### config.mk
export PLATFORM = sky130hd
export DESIGN_NAME = mux_arb_n
export DESIGN_NICKNAME = d
export VERILOG_FILES = /design/src/rtl/mux_arb_n_pkg.sv /design/src/rtl/mux_arb_n_rr_arbiter.sv /design/src/rtl/mux_arb_n.sv
export SDC_FILE = /design/constraint.sdc
export NUM_CORES = 1
export LEC_CHECK = 0
export ABC_AREA = 1
export CORE_MARGIN = 2
export CORE_UTILIZATION = 42
export CTS_CLUSTER_DIAMETER = 50
export DETAILED_ROUTE_END_ITERATION = 8
export PLACE_DENSITY_LB_ADDON = 0.25
export SLEW_MARGIN = 25
export SYNTH_ARGS = -nofsm -noshare
export SYNTH_HDL_FRONTEND = slang
export SYNTH_SLANG_ARGS = --single-unit
### constraint.sdc
create_clock -name clk -period 2.9 [get_ports clk]
set_clock_uncertainty 0.05 [all_clocks]
set_input_delay 0.435 -clock clk [delete_from_list [all_inputs] [get_ports clk]]
set_output_delay 0.435 -clock clk [all_outputs]
set_load 0.1 [all_outputs]
### src/rtl/mux_arb_n_pkg.sv
// mux_arb_n_pkg: arbitration mode encodings and channel-index width helper for mux_arb_n.
package mux_arb_n_pkg;

    localparam int ARB_FIXED = 0;
    localparam int ARB_RR    = 1;

    function automatic int ch_width(input int n);
        return (n > 1) ? $clog2(n) : 1;
    endfunction

endpackage

### src/rtl/mux_arb_n_rr_arbiter.sv
// rr_arbiter: combinational one-hot grant, either fixed priority or round-robin from ptr.
module rr_arbiter
    import mux_arb_n_pkg::*;
#(
    parameter int NUM_CH  = 4,
    parameter int RR_MODE = ARB_RR,
    localparam int CH_W   = ch_width(NUM_CH)
) (
    input  logic [NUM_CH-1:0] req,
    input  logic [CH_W-1:0]   ptr,
    output logic [NUM_CH-1:0] grant,
    output logic [CH_W-1:0]   grant_idx
);

    int base;
    logic [CH_W-1:0] order [NUM_CH];

    assign base = (RR_MODE == ARB_RR) ? int'(ptr) : 0;

    for (genvar k = 0; k < NUM_CH; k++) begin : g_order
        assign order[k] = CH_W'((base + k) % NUM_CH);
    end

    // Scan from the farthest candidate back so the nearest requester wins.
    always_comb begin
        grant     = '0;
        grant_idx = '0;
        for (int k = NUM_CH - 1; k >= 0; k--) begin
            if (req[order[k]]) begin
                grant            = '0;
                grant[order[k]]  = 1'b1;
                grant_idx        = order[k];
            end
        end
    end

endmodule

### src/rtl/mux_arb_n.sv
// mux_arb_n: N-channel valid/ready arbitration mux with a registered output stage.
// Optional MUX_ARB_N_FORCE_SEL_EN adds force_en/force_ch to override the arbiter.
module mux_arb_n
    import mux_arb_n_pkg::*;
#(
    parameter int WIDTH   = 32,
    parameter int NUM_CH  = 4,
    parameter int RR_MODE = ARB_RR,
    localparam int CH_W   = ch_width(NUM_CH)
) (
    input  logic                    clk,
    input  logic                    rst_n,
    input  logic [NUM_CH-1:0]       in_valid,
    input  logic [NUM_CH*WIDTH-1:0] in_data,
    output logic [NUM_CH-1:0]       in_ready,
    output logic                    out_valid,
    output logic [WIDTH-1:0]        out_data,
    output logic [CH_W-1:0]         out_ch,
`ifdef MUX_ARB_N_FORCE_SEL_EN
    input  logic                    force_en,
    input  logic [CH_W-1:0]         force_ch,
`endif
    input  logic                    out_ready
);

    logic [CH_W-1:0]   rr_ptr;
    logic [NUM_CH-1:0] arb_grant;
    logic [CH_W-1:0]   arb_idx;
    logic [NUM_CH-1:0] grant;
    logic [CH_W-1:0]   grant_idx;
    logic              forced;
    logic              load;
    logic              fire;

    rr_arbiter #(
        .NUM_CH  (NUM_CH),
        .RR_MODE (RR_MODE)
    ) u_arb (
        .req       (in_valid),
        .ptr       (rr_ptr),
        .grant     (arb_grant),
        .grant_idx (arb_idx)
    );

`ifdef MUX_ARB_N_FORCE_SEL_EN
    logic [NUM_CH-1:0] force_grant;
    assign forced = force_en;
    always_comb begin
        force_grant = '0;
        if (int'(force_ch) < NUM_CH && in_valid[force_ch])
            force_grant[force_ch] = 1'b1;
    end
    assign grant     = forced ? force_grant : arb_grant;
    assign grant_idx = forced ? force_ch : arb_idx;
`else
    assign forced    = 1'b0;
    assign grant     = arb_grant;
    assign grant_idx = arb_idx;
`endif

    assign load     = !out_valid || out_ready;
    assign in_ready = (rst_n && load) ? grant : '0;
    assign fire     = |in_ready;

    always_ff @(posedge clk) begin
        if (!rst_n) begin
            out_valid <= 1'b0;
            out_data  <= '0;
            out_ch    <= '0;
            rr_ptr    <= '0;
        end else if (fire) begin
            out_valid <= 1'b1;
            out_data  <= in_data[grant_idx*WIDTH +: WIDTH];
            out_ch    <= grant_idx;
            if (RR_MODE == ARB_RR && !forced)
                rr_ptr <= (grant_idx == CH_W'(NUM_CH - 1)) ? '0 : grant_idx + 1'b1;
        end else if (out_ready) begin
            out_valid <= 1'b0;
        end
    end

endmodule

==> results of run 1 <==
sequential cells by signal, summed over array words and instances, names as in the netlist:
name,flops
rr_ptr,2
out_valid,1
out_ch,2
out_data,32
metrics by stage:
stage | hold slack, ns | instances
finish | 0.450 | 897
floorplan | 0.568 | 637
global route | 0.495 | 897
detailed placement | 0.428 | 889
CTS | 0.454 | 897
global placement | 0.413 | 889
power by group through the flow:
stage / Clock [W] / Combinational [W] / Sequential [W]
floorplan: 0 / 0.00341 / 0.00216
global placement: 0 / 0.00575 / 0.000844
detailed placement: 0 / 0.00587 / 0.000853
CTS: 0.000538 / 0.00589 / 0.000844
global route: 0.000560 / 0.00650 / 0.000868
finish: 0.000529 / 0.00589 / 0.000845
cells in the mapped netlist, drive strengths merged:
cell	n	share of area, %
a21oi	9	1.2
buf	32	6.4
clkbuf	7	0.73
dfxtp	37	20
ha	7	2.4
inv	120	13
nand2	195	21
nand3	82	12
nand3b	64	13
nor2	79	8.6
o21ai	3	0.52
o21bai	1	0.21
xor2	1	0.24
cells by family after synthesis:
group                      after synthesis  synth area share, %
AOI/OAI and AO/OA                       13                 1.97
xor gates and xnor gates                 1                0.242
adders and majority gates                7                 2.42
buffers and inverters                  159                 19.6
DFF                                     37                 20.5
and+or+nand+nor                        420                 55.2
cells in the final DEF (no fill, tap or decap):
cell type,n
ha_1,7
clkinv_2,1
inv_4,1
buf_12,6
nor2_8,1
buf_4,46
nand2_4,2
bufinv_16,2
nand3b_1,64
nand2_2,9
a21oi_1,9
nand2_1,184
o21ai_1,2
dfxtp_2,1
nand3_1,76
dfxtp_1,36
inv_2,6
clkdlybuf4s50_1,134
o21bai_1,1
nor2_1,78
xor2_1,1
clkbuf_8,5
nand3_2,6
inv_1,113
o21ai_4,1
layout make-up:
class | count | area, um2 | area share (%)
timing repair buffer | 186 | 1810 | 33.2
tap | 105 | 131 | 2.41
clock buffer | 5 | 68.8 | 1.26
inverter | 120 | 453 | 8.32
clock inverter | 3 | 65.1 | 1.19
multi-input combinational | 441 | 2180 | 40.0
sequential | 37 | 742 | 13.6
metal layers:
metal / vias to the layer above / GRT usage [%] / routed length (um)
met5: - / 0 / 0
met4: 0 / 6.83 / 273
met3: 22 / 6.36 / 935
met2: 174 / 42.1 / 5350
met1: 1911 / 29.5 / 4930
li1: 2222 / - / -
worst min-delay path by stage:
stage                         start   endpoint  cells past startpoint
final                     out_ch[1]  out_ch[1]                      2
after floorplan           out_ready  out_valid                      3
after global routing      out_valid  out_valid                      2
after CTS                 out_ch[1]  out_ch[1]                      2
after global placement    out_ch[1]  out_ch[1]                      2
after detailed placement  out_ch[1]  out_ch[1]                      2
worst max-delay path: stages (launching register included):
cell and delay (ns):
dfxtp_2 0.41, inv_2 0.12, ha_1 0.34, inv_1 0.07, nand3_2 0.12, nand2_4 0.09, nor2_1 0.24, nand2_1 0.09
nand3_1 0.09, nand2_1 0.08, inv_1 0.10, buf_12 0.18
timing repair:
| action | in CTS | in global routing |
|---|---|---|
| setup endpoints to repair | 0 | 1 |
| resized for setup | 0 | 1 |
| hold buffers | 0 | 0 |
==> reports/metrics.yaml, run 1 <==
die:
  num_rows: 33
  core_region_area_um2: 8300
  start_util_pct: 43.6
  ios: 174
  die_y_um: 96.8
  dieArea_um2: 9370
  chipWidth_um: 96.8
worst_hold_path:
  hp-class: "flop to flop"
grt:
  grt_max_degree: 49
  grt_use_total_pct: 24.3
  grt-ovfl-total: 0
  grt_pass1_vias: 4220
  grt_pass1_wl_um: 19300
  antenna_found_initial: 0
sta:
  maxSlewHeadroom_pct: 66.7
  rsz0062_at_grt: "no"
  min_period_ns: 2.70
  post-route-period-util_pct: 93.1
  hold_viol: 0
  setup_viol: 0
  worstMarginPinSlew_ns: 0.499
  fin_ws_ns: 0.201
  max_freq_ghz: 0.371
  fin_setup_tns_ns: 0
  drv_slew: 0
drt:
  routed_via_density: 4.83
  antenna_left: 0
  dr.pass1.iters: 5
  first_iter_violations: 126
  num_vias: 4329
  routedWlPerCell_um: 12.8
  wl_um: 11500
  drc_errors: 0
logic_synthesis:
  synthesis.nets: 779
  synthDistinctLibCells: 22
  syn-cell-area_um2: 3620
  yosysSeqAreaShare_pct: 20.5
  synth-seq-cells: 37
  synthCells: 637
  yosys_warnings: 0
  avgSynthCellArea_um2: 5.68
finish:
  drive_gt1_share_pct: 11.0
  postLayoutCoreUtil_pct: 65.6
  fillers: 775
  syn_to_final_growth_pct: 50.5
  nNetsFinal: 933
  antenna_cells: 0
  final_area_um2: 5450
pwr:
  power_switching_w: 0.00442
  comb_power_share_pct: 81.1
  vdd_drop_max_mv: 0.754
  seqPwrFrac_pct: 11.6
  leakage_nw: 2.83
  power_density_nw_per_um2: 1330
  power.total_w: 0.00726
  switching_share_pct: 60.9
  p_clk_share_pct: 7.3
  intPower_w: 0.00284
setup_path:
  worstPathRequired_ns: 2.41
  cp_max_fo: 7
  cp-startpoint: "rr_ptr[1]"
  cp-start-kind: "flop"
  reg2reg_slack_ns: 0.30
  cp-endpoint: "in_ready[2]"
  r2r-start: "rr_ptr[1]"
  crit_type: "flop to primary output"
  critical_path.endpoint_type: "primary output"
  ff2ff_path_depth: 13
  r2r_end: "out_data[20]"
  cp.arrival_ns: 2.21
placement:
  gp_congestion: 0.882
  port-buffer-count: 173
  dpl_worst_slack_ns: 0.198
  place_area_um2: 5310
  place_hpwl_um: 8560
clock_tree:
  ctsLongestPathBuffers: 2
  post_cts_buffers: 0
  clk_pin_slew_worst_paths_ns: 0.08
  clock_latency_ns: 0.29
  root_buffer: "clkbuf_8"
  cts_tree: "done"
  cts.sinks: 37
  cts_made_buffers: 5
  h-tree-depth: 2
job:
  maxCapViolCount: 0
status:
  status: "finished, final reports clean"
Power figures use the tool's default switching activity.
==> inputs of run 2 (changes only) <==
Settings changed: GPL_TIMING_DRIVEN from default to 0.
==> run 2 against run 1 <==
  * Critical path depth is 2 higher
  * Critical endpoint is now in_ready[0]
  * Highest routed layer unchanged
  * Hold slack better by 0.015 ns
  * Via count increased by 4.2%
  * Sequential power is 0.6% higher
  * Combinational power increased by 6.3%
  * Count of clock-buffer cells in the layout increased by 2
==> reports/metrics.yaml, run 2 (same netlist as run 1, synthesis figures left out) <==
die:
  start_util_pct: 43.6  # unchanged
  core_region_area_um2: 8300  # unchanged
  die_y_um: 96.8  # unchanged
  dieArea_um2: 9370  # unchanged
  num_rows: 33  # unchanged
  ios: 174  # unchanged
  chipWidth_um: 96.8  # unchanged
setup_path:
  cp.arrival_ns: 2.25  # +0.04 ns
  r2r-start: "rr_ptr[0]"
  ff2ff_path_depth: 17  # +4
  reg2reg_slack_ns: 0.29  # about the same
  r2r_end: "out_data[0]"
  critical_path.endpoint_type: "primary output"
  cp-start-kind: "flop"
  worstPathRequired_ns: 2.41  # about the same
  crit_type: "flop to primary output"
  cp_max_fo: 8  # +1
grt:
  grt_max_degree: 11  # -78%
  grt_pass1_vias: 4357  # +3.2%
  grt-ovfl-total: 0  # unchanged
  grt_pass1_wl_um: 20700  # +7.1%
  antenna_found_initial: 0  # unchanged
  grt_use_total_pct: 26.1  # +1.9 points
sta:
  max_freq_ghz: 0.366  # -1.1%
  maxSlewHeadroom_pct: 31.1  # -36 points
  drv_slew: 0  # unchanged
  rsz0062_at_grt: "no"
  worstMarginPinSlew_ns: 1.03  # +0.532 ns
  post-route-period-util_pct: 94.1  # +1.1 points
  fin_setup_tns_ns: 0  # unchanged
  hold_viol: 0  # unchanged
  min_period_ns: 2.73  # +0.0311 ns
  fin_ws_ns: 0.170  # -0.0311 ns
  setup_viol: 0  # unchanged
finish:
  fillers: 778  # +0.39%
  final_cell_mix: "nand2_1 (186), clkdlybuf4s50_1 (168), inv_1 (113), nand3_1 (76), nor2_1 (76)"
  largest_reg_flops: 32  # unchanged
  largest_registers: "out_data x32, out_ch x2, rr_ptr x2"
  syn_to_final_growth_pct: 54.5
  drive_gt1_share_pct: 8.58  # -2.4 points
  largest_register: "out_data"
  final_common_cell: "nand2_1"
  antenna_cells: 0  # unchanged
  nNetsFinal: 958  # +2.7%
drt:
  drc_errors: 0  # unchanged
  num_vias: 4509  # +4.2%
  wl_met3_um: 904  # -3.3%
  wl_um: 12300  # +7.4%
  routedWlPerCell_um: 13.4  # +4.6%
  routed_via_density: 4.90  # +1.4%
  met2_length_um: 5990  # +12%
  first_iter_violations: 191  # +52%
  dr.pass1.iters: 5  # unchanged
  wl_met1_um: 5260  # +6.6%
  top_layer: "met4"
  antenna_left: 0  # unchanged
job:
  maxCapViolCount: 0  # unchanged
clock_tree:
  post_cts_buffers: 0  # unchanged
  h-tree-depth: 2  # unchanged
  clock_latency_ns: 0.28  # about the same
  ctsHoldBuffers: 0  # unchanged
  cts.sinks: 37  # unchanged
  cts_tree: "done"
  cts_made_buffers: 5  # unchanged
  ctsLongestPathBuffers: 2  # unchanged
  root_buffer: "clkbuf_8"
  clk_pin_slew_worst_paths_ns: 0.07  # about the same
worst_hold_path:
  holdPathStages: 2  # unchanged
  hp-class: "flop to flop"
  worstHoldStart: "out_ch[1]"
  min_to: "out_ch[1]"
placement:
  gp_congestion: 0.949  # +7.6%
  port-buffer-count: 172  # -0.58%
  dpl_worst_slack_ns: -0.527  # -0.726 ns
  place_hpwl_um: 9680  # +13%
pwr:
  vdd_drop_max_mv: 0.637  # -16%
  power_density_nw_per_um2: 1340  # +0.23%
  leakage_nw: 2.82  # -0.37%
status:
  status: "finished, final reports clean"
[run 2: cell count changes in the layout (fill, tap and decap cells not counted), sizes merged]
cell,change
clkdlybuf4s50,+34
buf,-16
clkbuf,+9
bufinv,-2
clkinv,-1
[run 2: critical path, cell delays in order (launching register included)]
cell     delay, ns
dfxtp_2       0.37
buf_4         0.18
inv_4         0.08
ha_1          0.34
inv_1         0.10
nand3_1       0.10
nand2_1       0.09
inv_2         0.04
nor2_2        0.13
nand3_1       0.10
nand2_1       0.09
nand2_2       0.06
inv_1         0.08
buf_8         0.20
[run 2: worst max-delay path by stage]
stage                      from  slack, ns           to  depth (start not counted)
CTS                   rr_ptr[1]      0.007  in_ready[0]                         12
detailed placement  in_valid[3]      -0.53  in_ready[2]                         12
floorplan             rr_ptr[0]       0.29  in_ready[0]                         12
global route          rr_ptr[0]      0.004  in_ready[1]                         13
finish                rr_ptr[0]       0.17  in_ready[0]                         13
global placement    in_valid[3]      -0.46  in_ready[2]                         12
[run 2: repair_timing]
item | CTS | global route
endpoints found under the setup margin | 4 | 4
gates resized for setup | 24 | 13
endpoints found under the hold margin | 0 | 0
[run 2: area by class of cell]
class,instances,area (um2),share of cell area (%)
multi-input combinational,441,2170,38.8
sequential,37,743,13.3
inverter,120,453,8.10
clock buffer,7,86.3,1.54
timing repair buffer,172,1750,31.3
buffer,39,258,4.61
tap,105,131,2.35
[run 2: power breakdown]
part / internal [W] / total (W) / switching [W]
Combinational: 0.00201 / 0.00626 / 0.00425
Sequential: 0.000728 / 0.000850 / 0.000122
Clock: 0.000189 / 0.000366 / 0.000178
[run 2: through the flow]
stage          utilization, %  std cells  power [W]  hold slack (ns)  cell area (um2)
2_1_floorplan               -        637    0.00557            0.568             3620
3_3_place_gp             65.9        914    0.00691            0.414             5470
3_5_place_dp             65.9        914    0.00702            0.441             5470
4_1_cts                  66.8        921    0.00740            0.465             5550
5_1_grt                  67.3        921    0.00812            0.498             5590
6_report                 67.3        921    0.00747            0.466             5590
[run 2: per-layer routing]
layer | up-vias | global-route usage [%]
met4 | 0 | 5.09
met2 | 174 | 46.1
met5 | - | 0
met1 | 2041 | 33.0
li1 | 2278 | -
met3 | 16 | 5.35
